`config.mk`:
```
export PLATFORM = sky130hd
export DESIGN_NAME = instr_fetch
export DESIGN_NICKNAME = d
export VERILOG_FILES = /design/src/rtl/fetch_pkg.sv /design/src/rtl/fetch_skid_buffer.sv /design/src/rtl/instr_fetch.sv
export SDC_FILE = /design/constraint.sdc
export NUM_CORES = 1
export LEC_CHECK = 0
export BUFFER_PORTS_ARGS = -buffer_cell sky130_fd_sc_hd__buf_2
export CORE_ASPECT_RATIO = 1.2
export CORE_MARGIN = 4
export CORE_UTILIZATION = 50
export CTS_BUF_LIST = sky130_fd_sc_hd__clkbuf_16
export CTS_CLUSTER_DIAMETER = 200
export DETAILED_ROUTE_END_ITERATION = 12
export PLACE_DENSITY = 0.87
export RECOVER_POWER = 50
export SLEW_MARGIN = 20
export SYNTH_ARGS = -nofsm -noshare
export SYNTH_HDL_FRONTEND = slang
export SYNTH_SLANG_ARGS = --single-unit
```
`constraint.sdc`:
```
create_clock -name clk -period 5.45 [get_ports clk]
set_clock_uncertainty 0.05 [all_clocks]
set_input_delay 0.545 -clock clk [delete_from_list [all_inputs] [get_ports clk]]
set_output_delay 0.545 -clock clk [all_outputs]
set_load 0.01 [all_outputs]
```
`src/rtl/fetch_pkg.sv`:
```
// Shared types and constants for the instruction fetch stage.
// Contents: FSM state enum, JMPSel encodings, NOP word, skid/IF-ID entry struct,
//           word-alignment helper used for every address that leaves the stage.
package fetch_pkg;

  // S_REQ  : request at PC is (or will be) on the memory port
  // S_DRAIN: a redirected request is still waiting for imem_ready; its data is dropped
  // S_HOLD : stalled with a fetched word parked in the skid buffer
  typedef enum logic [1:0] {
    S_REQ   = 2'b00,
    S_DRAIN = 2'b01,
    S_HOLD  = 2'b10
  } fetch_state_t;

  localparam logic [1:0]  JMP_SEQ  = 2'b00;
  localparam logic [1:0]  JMP_ABS  = 2'b01;
  localparam logic [31:0] NOP_WORD = 32'h0000_0000;

  typedef struct packed {
    logic [31:0] instr;
    logic [31:0] pc;
  } fetch_entry_t;

  // Instruction addresses are always word aligned; low bits of targets are dropped.
  function automatic logic [31:0] word_align(input logic [31:0] addr);
    return addr & 32'hFFFF_FFFC;
  endfunction

endpackage

```
`src/rtl/fetch_skid_buffer.sv`:
```
// One-entry parking register for a word fetched while decode is stalled.
// Latency: load/clear take effect on the next rising edge; contents visible one cycle later.
// Backpressure: none internally; the owner must not load while full (clear wins over load).
// Ports: clk, rst (async high), load_i, clear_i, entry_i -> entry_o, full_o.
module fetch_skid_buffer
  import fetch_pkg::*;
(
  input  logic         clk,
  input  logic         rst,
  input  logic         load_i,
  input  logic         clear_i,
  input  fetch_entry_t entry_i,
  output fetch_entry_t entry_o,
  output logic         full_o
);

  fetch_entry_t entry_q;
  logic         full_q;

  always_ff @(posedge clk or posedge rst) begin
    if (rst) begin
      entry_q <= '0;
      full_q  <= 1'b0;
    end else if (clear_i) begin
      // Data is left in place; only the full flag matters to the reader.
      full_q <= 1'b0;
    end else if (load_i) begin
      entry_q <= entry_i;
      full_q  <= 1'b1;
    end
  end

  assign entry_o = entry_q;
  assign full_o  = full_q;

endmodule

```
`src/rtl/instr_fetch.sv`:
```
// Fetch stage: owns the PC, issues ready-handshaked imem requests, fills the IF/ID register.
// Latency: request to instruction on the outputs = memory wait cycles + 1 (1 instr/cycle at zero wait).
// Backpressure: stall parks one fetched word in a skid buffer and drops imem_req until released.
// Ports: clk, rst (async high); stall; JMPSel/Address (decode jump); BranchTaken/BranchTarget
//        (execute redirect); imem_req/imem_addr/imem_ready/imem_rdata (memory port);
//        instruction/PC_D/valid_D (IF/ID register to decode).
module instr_fetch
  import fetch_pkg::*;
#(
  parameter logic [31:0] RESET_PC  = 32'h0000_0000,
  parameter logic [31:0] NOP_INSTR = NOP_WORD,
  parameter logic [31:0] PC_STEP   = 32'd4
) (
  input  logic        clk,
  input  logic        rst,
  input  logic        stall,
  input  logic [1:0]  JMPSel,
  input  logic [31:0] Address,
  input  logic        BranchTaken,
  input  logic [31:0] BranchTarget,
  output logic        imem_req,
  output logic [31:0] imem_addr,
  input  logic        imem_ready,
  input  logic [31:0] imem_rdata,
  output logic [31:0] instruction,
  output logic [31:0] PC_D,
  output logic        valid_D
);

  fetch_state_t state_q, state_d;
  logic [31:0]  pc_q, pc_d;
  logic [31:0]  drain_addr_q, drain_addr_d;
  logic [31:0]  instr_q, instr_d;
  logic [31:0]  pcd_q, pcd_d;
  logic         vld_q, vld_d;

  logic         req;
  logic         hs;
  logic         jmp_take;
  logic         redirect;
  logic [31:0]  target;
  logic [31:0]  fetch_addr;

  logic         buf_load;
  logic         buf_clear;
  logic         buf_full;
  fetch_entry_t buf_entry;
  fetch_entry_t buf_in;

  // ---------------------------------------------------------------------------
  // Memory port
  // ---------------------------------------------------------------------------
  assign req        = (state_q != S_HOLD);
  // The state register already sits in S_REQ during reset; gate so the port is idle.
  assign imem_req   = req & ~rst;
  assign fetch_addr = word_align(pc_q);
  // While draining, PC may already hold the redirect target, so the abandoned
  // address is replayed from its own register to keep the request stable.
  assign imem_addr  = (state_q == S_DRAIN) ? drain_addr_q : fetch_addr;
  assign hs         = req & imem_ready;

  // ---------------------------------------------------------------------------
  // Redirect selection: branch from execute beats a jump from decode.
  // A jump only counts for a real instruction that decode is actually consuming.
  // ---------------------------------------------------------------------------
  assign jmp_take = (JMPSel == JMP_ABS) & vld_q & ~stall;
  assign redirect = BranchTaken | jmp_take;
  assign target   = word_align(BranchTaken ? BranchTarget : Address);

  assign buf_in.instr = imem_rdata;
  assign buf_in.pc    = fetch_addr;

  fetch_skid_buffer u_skid (
    .clk     (clk),
    .rst     (rst),
    .load_i  (buf_load),
    .clear_i (buf_clear),
    .entry_i (buf_in),
    .entry_o (buf_entry),
    .full_o  (buf_full)
  );

  // ---------------------------------------------------------------------------
  // Next-state logic
  // ---------------------------------------------------------------------------
  always_comb begin
    state_d      = state_q;
    pc_d         = pc_q;
    drain_addr_d = drain_addr_q;
    instr_d      = instr_q;
    pcd_d        = pcd_q;
    vld_d        = vld_q;
    buf_load     = 1'b0;
    buf_clear    = 1'b0;

    case (state_q)
      S_REQ: begin
        if (redirect) begin
          pc_d      = target;
          instr_d   = NOP_INSTR;
          pcd_d     = '0;
          vld_d     = 1'b0;
          buf_clear = 1'b1;
          // A request that is not accepted this edge must still complete; its data is junk.
          if (!imem_ready) begin
            state_d      = S_DRAIN;
            drain_addr_d = fetch_addr;
          end
        end else if (hs) begin
          pc_d = pc_q + PC_STEP;
          if (stall) begin
            buf_load = 1'b1;
            state_d  = S_HOLD;
          end else begin
            instr_d = imem_rdata;
            pcd_d   = fetch_addr;
            vld_d   = 1'b1;
          end
        end else if (!stall) begin
          // Decode consumed the slot and nothing arrived: insert a bubble.
          instr_d = NOP_INSTR;
          pcd_d   = '0;
          vld_d   = 1'b0;
        end
      end

      S_HOLD: begin
        if (redirect) begin
          pc_d      = target;
          instr_d   = NOP_INSTR;
          pcd_d     = '0;
          vld_d     = 1'b0;
          buf_clear = 1'b1;
          state_d   = S_REQ;
        end else if (!stall && buf_full) begin
          instr_d   = buf_entry.instr;
          pcd_d     = buf_entry.pc;
          vld_d     = 1'b1;
          buf_clear = 1'b1;
          state_d   = S_REQ;
        end
      end

      S_DRAIN: begin
        // IF/ID was flushed on entry and stays a bubble; later redirects only move PC.
        if (redirect) begin
          pc_d = target;
        end
        if (hs) begin
          state_d = S_REQ;
        end
      end

      default: begin
        state_d = S_REQ;
      end
    endcase
  end

  // ---------------------------------------------------------------------------
  // Registers
  // ---------------------------------------------------------------------------
  always_ff @(posedge clk or posedge rst) begin
    if (rst) begin
      state_q      <= S_REQ;
      pc_q         <= RESET_PC;
      drain_addr_q <= '0;
      instr_q      <= NOP_INSTR;
      pcd_q        <= '0;
      vld_q        <= 1'b0;
    end else begin
      state_q      <= state_d;
      pc_q         <= pc_d;
      drain_addr_q <= drain_addr_d;
      instr_q      <= instr_d;
      pcd_q        <= pcd_d;
      vld_q        <= vld_d;
    end
  end

  assign instruction = instr_q;
  assign PC_D        = pcd_q;
  assign valid_D     = vld_q;

  // An outstanding request keeps its address until the memory accepts it.
  a_req_stable: assert property (@(posedge clk) disable iff (rst)
    (imem_req && !imem_ready) |=> (imem_req && $stable(imem_addr)));

  // Holding state always has a parked word.
  a_hold_full: assert property (@(posedge clk) disable iff (rst)
    (state_q == S_HOLD) |-> buf_full);

endmodule
```
# Word level (Yosys, flattened, before mapping)

Cells that the tools add are included.
W data, S select, Z words.

Bitwise logic cells: 9
Shifts and indexed selects: 0
$add $sub $neg: 1
Eq/ne operators: 11
$lt $le $gt $ge: 0
Div/mod/pow operators: 0
$mul: 0
Multiplexer cells: 44
Reductions and logical operators: 12

Operator list:

| operator                | number |
|---|---|
| $mux W32                | 16 |
| $pmux W32 S2            | 3 |
| $add A32 B3 Y32 const B | 1 |
| $mux W1                 | 15 |
| $ne A3 B3 Y1 const B    | 5 |
| $mux W2                 | 7 |
| $reduce_and A3 Y1       | 3 |
| $pmux W2 S3             | 1 |
| $reduce_bool A2 Y1      | 3 |
| $reduce_and A5 Y1       | 1 |
| $and A1 B1 Y1           | 4 |
| $eq A2 B1 Y1 const B    | 2 |
| $ne A2 B2 Y1 const B    | 2 |
| $not A1 Y1              | 4 |
| $pmux W1 S2             | 2 |
| $eq A2 B2 Y1 const B    | 1 |
| $logic_not A2 Y1        | 1 |
| $ne A2 B1 Y1 const B    | 1 |
| $reduce_and A2 Y1       | 1 |
| $reduce_or A2 Y1        | 1 |
| $logic_and A1 B1 Y1     | 1 |
| $logic_not A1 Y1        | 1 |
| $or A1 B1 Y1            | 1 |

Logic and storage cells: 86
RAM bits: 0
Register bits: 192
Input bits: 103
Memories: 0
Bits in read-only memories: 0
Bits in latches: 0

# Longest topological paths before layout

Word-level depth: 8
Mapped depth: 9

# By module

A second synthesis with hierarchy kept.

Cells, all modules: 847
Area total of the unflattened synthesis: 9621.7 µm²

Modules (own cells, without submodules):

| module            | cells an instance | area an instance (µm²) | instances |
|---|---|---|---|
| instr_fetch       | 707               | 6884.1                 | 1 |
| fetch_skid_buffer | 140               | 2737.6                 | 1 |

# Worst setup path before layout

No wires, ideal clock.

Kind: register to output
Start point: register state_q[1]
End point: output imem_addr[10]
Arrival: 1630 ps
Stages on the path, launching flop included: 6
Data required time: 4855 ps
Slack: 3225 ps
Cell sequence: dfrtp_1 -> inv_1 -> ha_1 -> clkbuf_1 -> buf_1 -> mux2_2

Word-level cells in the longest chain between the ends: 2

Ends and longest elaborated chain:

| element                | line               | RTL |
|---|---|---|
| from (decl)            | instr_fetch.sv:30  | `fetch_state_t state_q, state_d;` |
| from (signal assigned) | instr_fetch.sv:172 | `state_q <= state_d;` |
| $eq A2 B1 Y1           | instr_fetch.sv:59  | `assign imem_addr = (state_q == S_DRAIN) ? drain_addr_q : fetch_addr;` |
| $mux W32               | instr_fetch.sv:59  |  |
| to (decl)              | instr_fetch.sv:22  | `output logic [31:0] imem_addr,` |

No other way between the ends.

# Final worst setup path

Start point: register state_q[0]
End point: register pc_q[30]

Word-level cells in the longest chain between the ends: 4
Elaborated cells on any way between the ends: 11
Classes of those cells: 5 x eq/ne; 1 x mux; 1 x bitwise; 4 x reduce/logical

Ends and longest elaborated chain:

| element                                               | line               | RTL |
|---|---|---|
| $ne A2 B2 Y1 (tied with other cells)                  | instr_fetch.sv:53  | `assign req = (state_q != S_HOLD);` |
| $and A1 B1 Y1 or $reduce_or A2 Y1 (tied branches)     | n/a                |  |
| $ne A3 B3 Y1 (no source line) (tied with other cells) | n/a                |  |
| $reduce_and A3 Y1 (no source line)                    | n/a                |  |
| to (signal assigned)                                  | instr_fetch.sv:173 | `pc_q <= pc_d;` |
| to (decl)                                             | instr_fetch.sv:31  | `logic [31:0] pc_q, pc_d;` |

Parallel ways exist; a longest one is shown, timed or not.
A chain may end at the register's enable or synchronous reset.

==> impl.org <==
** STA
- Setup violation total in the final timing report :: 0
- The hold violation count in the final report was 0.
- For this run, the top clock speed supported by timing is ~340 MHz.
- RSZ-0062 raised after global routing :: false
- Max-slew headroom :: a little under a third
- Dividing the final minimum period by the clock period gives 54.0%.
- Hold is met by roughly 0.32 ns.
- The worst path in the final design needs a cycle of 2.94 ns, including I/O delays and setup.
- Max-slew violation total from the final report :: 0
- Worst slew pin tran :: about 1.0 ns
- Adding up every negative setup slack in the final design gives 0 ns.

** Yosys
- Sequential share of the synthesized area :: 51.1%
- Adder-Cell Fraction of Synth Area :: less than 1%
- Multiplexer share of the synthesized area :: 17.5%
- Share of synthesized cell area in and, or, nand and nor gates :: 10.2%
- Fraction of the mapped netlist area in compound gates :: between 10% and 20%
- For this run, asynchronously set or reset flops after synthesis account for 100%.
- After synthesis, the largest family of logic cells by area is multiplexers.
- In this run, synthesis produced a sequential element count of around 190.
- Synth Cell Area :: about 9200 sq um
- A synthesized cell averages about 11 sq um.
- For this run, the number of Yosys warnings is 0.
- Of the total synthesized cell area, the portion taken by XOR and XNOR cells is 0%.
- Unique cell type count in the Yosys netlist :: 55
- Gate count of the mapped netlist :: approximately 850
- Ys flop type :: sky130_fd_sc_hd__dfrtp_1
- Post-synth EDFFs :: 0

** Finish
- After the last flow step, the layout net total stands at 1106.
- Cells fill 59.3% of the core in the end.
- Cells with a size suffix above 1 make up about 32% of the layout.
- The number of antenna diodes in the final layout is 0.
- Summing all multi-input logic gate instances after layout gives between 4000 and 5000 sq um.
- Filler cell count :: about 1500
- For this run, the number of standard cells in the final layout without fillers is 1235.
- Finished Cell Area :: around 11000 sq um
- Compared with the post-synthesis result, the final layout area differs by 16.9%.
- Combined flip-flop and latch cell area :: around 4700 sq um

** Setup path
- The critical path is of the reg -> reg type.
- CP delay by family, top :: simple AND/OR/NAND/NOR gates
- R2r startpoint :: state_q[0]
- On the worst path, the slowest cell contributes a delay of roughly 0.8 ns.
- CP Buf/Inv Count :: 1
- Maximum fanout along the worst path :: 21
- Critical Path End Type :: register
- Minimum setup slack among reg-to-reg paths :: between 2 and 3 ns
- STA puts the critical path data required time at approximately 5.8 ns.
- Startpoint class of the critical path :: register
- Data arrival time of the worst path :: 3.25 ns
- Among all stages on the critical path, the largest delay is contributed by sky130_fd_sc_hd__o31a_1.
- For the worst flop-to-flop path, the logic depth is 7.
- The worst register-to-register path ends at pc_q[30].
- Worst-path cell chain :: inv_1 -> ha_1 -> nor3b_1 -> o31a_1 -> nand2_1 -> or4_1 -> nand3_1

** Global routing
- Global routing consumed, on the met1 layer, between 20% and 30% of the routing resources.
- Global-route layer with the greatest usage :: met2
- For met2 alone, demand over resource in global routing was between 30% and 40%.
- The first global-routing pass estimated about 36000 um of wire.
- The number of antenna violations at the first check in global routing came to 1.
- Entering global routing, the biggest net connects between 150 and 200 pins.
- Across every metal layer, demand over resource in global routing totals 21.7%.
- Grt total ovfl :: 0
- Via count of the first global-routing pass :: between 7000 and 8000
- For met3 alone, demand over resource in global routing was under 10%.

** Clocking
- The clock passes through at most 2 buffers.
- Cts hold-fix bufs :: 0
- Clock-pin slew was measured on the worst setup and hold paths at 0.07 ns.
- For the worst-skew pair, the clock arrives at the later sink with an insertion delay of around 0.42 ns.
- Once the clock tree was built, the setup fixing pass inserted 0 buffers.
- TritonCTS built the clock tree.
- The H-tree was split into 4 levels.
- CTS saw 188 sinks.
- In this run, CTS created clock tree buffers numbering 17.
- The root buffer cell chosen for the clock tree is sky130_fd_sc_hd__clkbuf_16.
- After clock tree synthesis, the repair step resized 0 gates.

** Min path
- Class of the tightest hold or removal check :: in -> reg
- The startpoint identified for the worst hold timing path is imem_rdata[14].
- The path with the worst hold slack has its endpoint at u_skid.entry_o[46].
- Along the worst hold path, the cell count comes to 2.

** Floorplan
- The initialized floorplan defines 54 standard-cell rows.
- Once the floorplan was initialized, standard cells occupied between 50% and 60% of the core.
- Pin placement for this block handled 201 I/O pins.
- Die area :: a little over 20000 sq um
- The die is 132 um wide.
- The total area inside the core boundary comes to about 18000 sq um.
- DIE HEIGHT :: 157 um

** Routing
- DRT Pass-1 Iters :: 6
- Once detail routing completed, the nets flagged for antenna violations numbered 0.
- In the final routed layout, each cell accounts on average for 18.6 um.
- Routed via count :: between 7000 and 8000
- Dividing the detail-routed via count by the number of cells gives between 5 and 6.
- Number of DRC violations after detailed-routing iteration 0 :: ~600
- DRC :: 0
- Routed wire length :: about 23000 um

** Outcome
- The flow ran to the end, and the final reports show no timing, DRC or antenna violations.

** Place
- Post-DP Area :: between 10000 and 15000 sq um
- Final weighted congestion in routability-driven placement :: 0.871
- Counting tap cells, the placed design contains a total of 1204 instances.
- After legalization and detailed placement, the total HPWL measured between 15000 and 20000 um.
- IO buf count :: 192

** Run
- The tool flagged a number of max-cap violations equal to 0.

** Power
- Dividing total power by cell area gives a power density of roughly 580 nW/um^2.
- The analysis attributes to cell leakage a power of 4.61 nW.
- Worst ir drop on vdd :: roughly 0.00033 V
[cells in the final DEF (no fill, tap or decap), types with 7 or more instances in the layout]
master | Yosys | routed
sky130_fd_sc_hd__a211oi_1 | 9 | 9
sky130_fd_sc_hd__a21oi_1 | 28 | 28
sky130_fd_sc_hd__a22oi_1 | 68 | 68
sky130_fd_sc_hd__a31oi_1 | 8 | 8
sky130_fd_sc_hd__buf_2 | 37 | 144
sky130_fd_sc_hd__buf_4 | 6 | 11
sky130_fd_sc_hd__clkbuf_1 | 33 | 48
sky130_fd_sc_hd__clkbuf_16 | 0 | 17
sky130_fd_sc_hd__dfrtp_1 | 188 | 188
sky130_fd_sc_hd__inv_1 | 11 | 13
sky130_fd_sc_hd__mux2_2 | 129 | 129
sky130_fd_sc_hd__mux2i_1 | 14 | 14
sky130_fd_sc_hd__nand2_1 | 90 | 90
sky130_fd_sc_hd__nand3_1 | 17 | 17
sky130_fd_sc_hd__nand4_1 | 7 | 7
sky130_fd_sc_hd__nor2_1 | 25 | 25
sky130_fd_sc_hd__nor3_1 | 11 | 9
sky130_fd_sc_hd__o21ai_0 | 84 | 84
sky130_fd_sc_hd__o22ai_1 | 10 | 9
[worst max path at each step]
| stage | endpoint | slack, ns | from | depth (start not counted) |
|---|---|---|---|---|
| floorplan | PC_D[10] | 2.43 | rst | 1 |
| global placement | pc_q[30] | 2.59 | state_q[0] | 7 |
| detailed placement | pc_q[30] | 2.55 | state_q[0] | 7 |
| CTS | imem_addr[4] | 2.51 | state_q[1] | 4 |
| global route | pc_q[30] | 2.25 | state_q[1] | 7 |
| finish | pc_q[30] | 2.51 | state_q[0] | 7 |
[state kept, by name, indices dropped and copies added (netlist names)]
register        count
drain_addr_q       30
pc_q               30
u_skid.full_o       1
state_q             2
instruction        32
valid_D             1
u_skid.entry_o     62
PC_D               30
[cells in the mapped netlist, types with 7 or more instances]
library cell | instances | area, sq um
sky130_fd_sc_hd__dfrtp_1 | 188 | 4700
sky130_fd_sc_hd__mux2_2 | 129 | 1450
sky130_fd_sc_hd__nand2_1 | 90 | 338
sky130_fd_sc_hd__o21ai_0 | 84 | 420
sky130_fd_sc_hd__a22oi_1 | 68 | 510
sky130_fd_sc_hd__buf_2 | 37 | 185
sky130_fd_sc_hd__clkbuf_1 | 33 | 124
sky130_fd_sc_hd__a21oi_1 | 28 | 140
sky130_fd_sc_hd__nor2_1 | 25 | 93.8
sky130_fd_sc_hd__nand3_1 | 17 | 85.1
sky130_fd_sc_hd__mux2i_1 | 14 | 140
sky130_fd_sc_hd__inv_1 | 11 | 41.3
sky130_fd_sc_hd__nor3_1 | 11 | 55.1
sky130_fd_sc_hd__o22ai_1 | 10 | 62.6
sky130_fd_sc_hd__a211oi_1 | 9 | 67.6
sky130_fd_sc_hd__a31oi_1 | 8 | 50.1
sky130_fd_sc_hd__nand4_1 | 7 | 43.8
[per-layer routing]
metal	share of wire (%)	routed length, um	vias to the layer above
met2	49	11200	289
met1	43	9780	3557
met5	0.057	13	-
met4	2.4	556	2
met3	6.0	1380	47
li1	-	-	3408
[through the flow]
stage	worst slack, ns	total power, mW
after floorplan	2.43	4.21
after global placement	2.59	4.95
after detailed placement	2.55	5.07
after CTS	2.51	6.32
after global routing	2.25	6.67
final	2.51	6.25
[kinds of logic after synthesis]
| kind of cell | Yosys count |
|---|---|
| other cells | 1 |
| fa+ha+maj | 4 |
| mux | 145 |
| flops | 188 |
| buf+inv | 90 |
| simple gates | 189 |
| compound gates | 235 |
[power breakdown]
group | internal (mW) | switching (mW)
registers | 2.05 | 0.521
clock network | 0.713 | 0.527
logic | 1.08 | 1.36
total | 3.84 | 2.40
[final cells by class]
cell class	instances	area share, %
sequential	188	43.7
multi-input combinational	577	38.6
timing repair buffer	204	9.31
clock buffer	17	3.95
tap	224	2.60
clock inverter	14	1.45
inverter	11	0.395
Power figures use the tool's default switching activity.
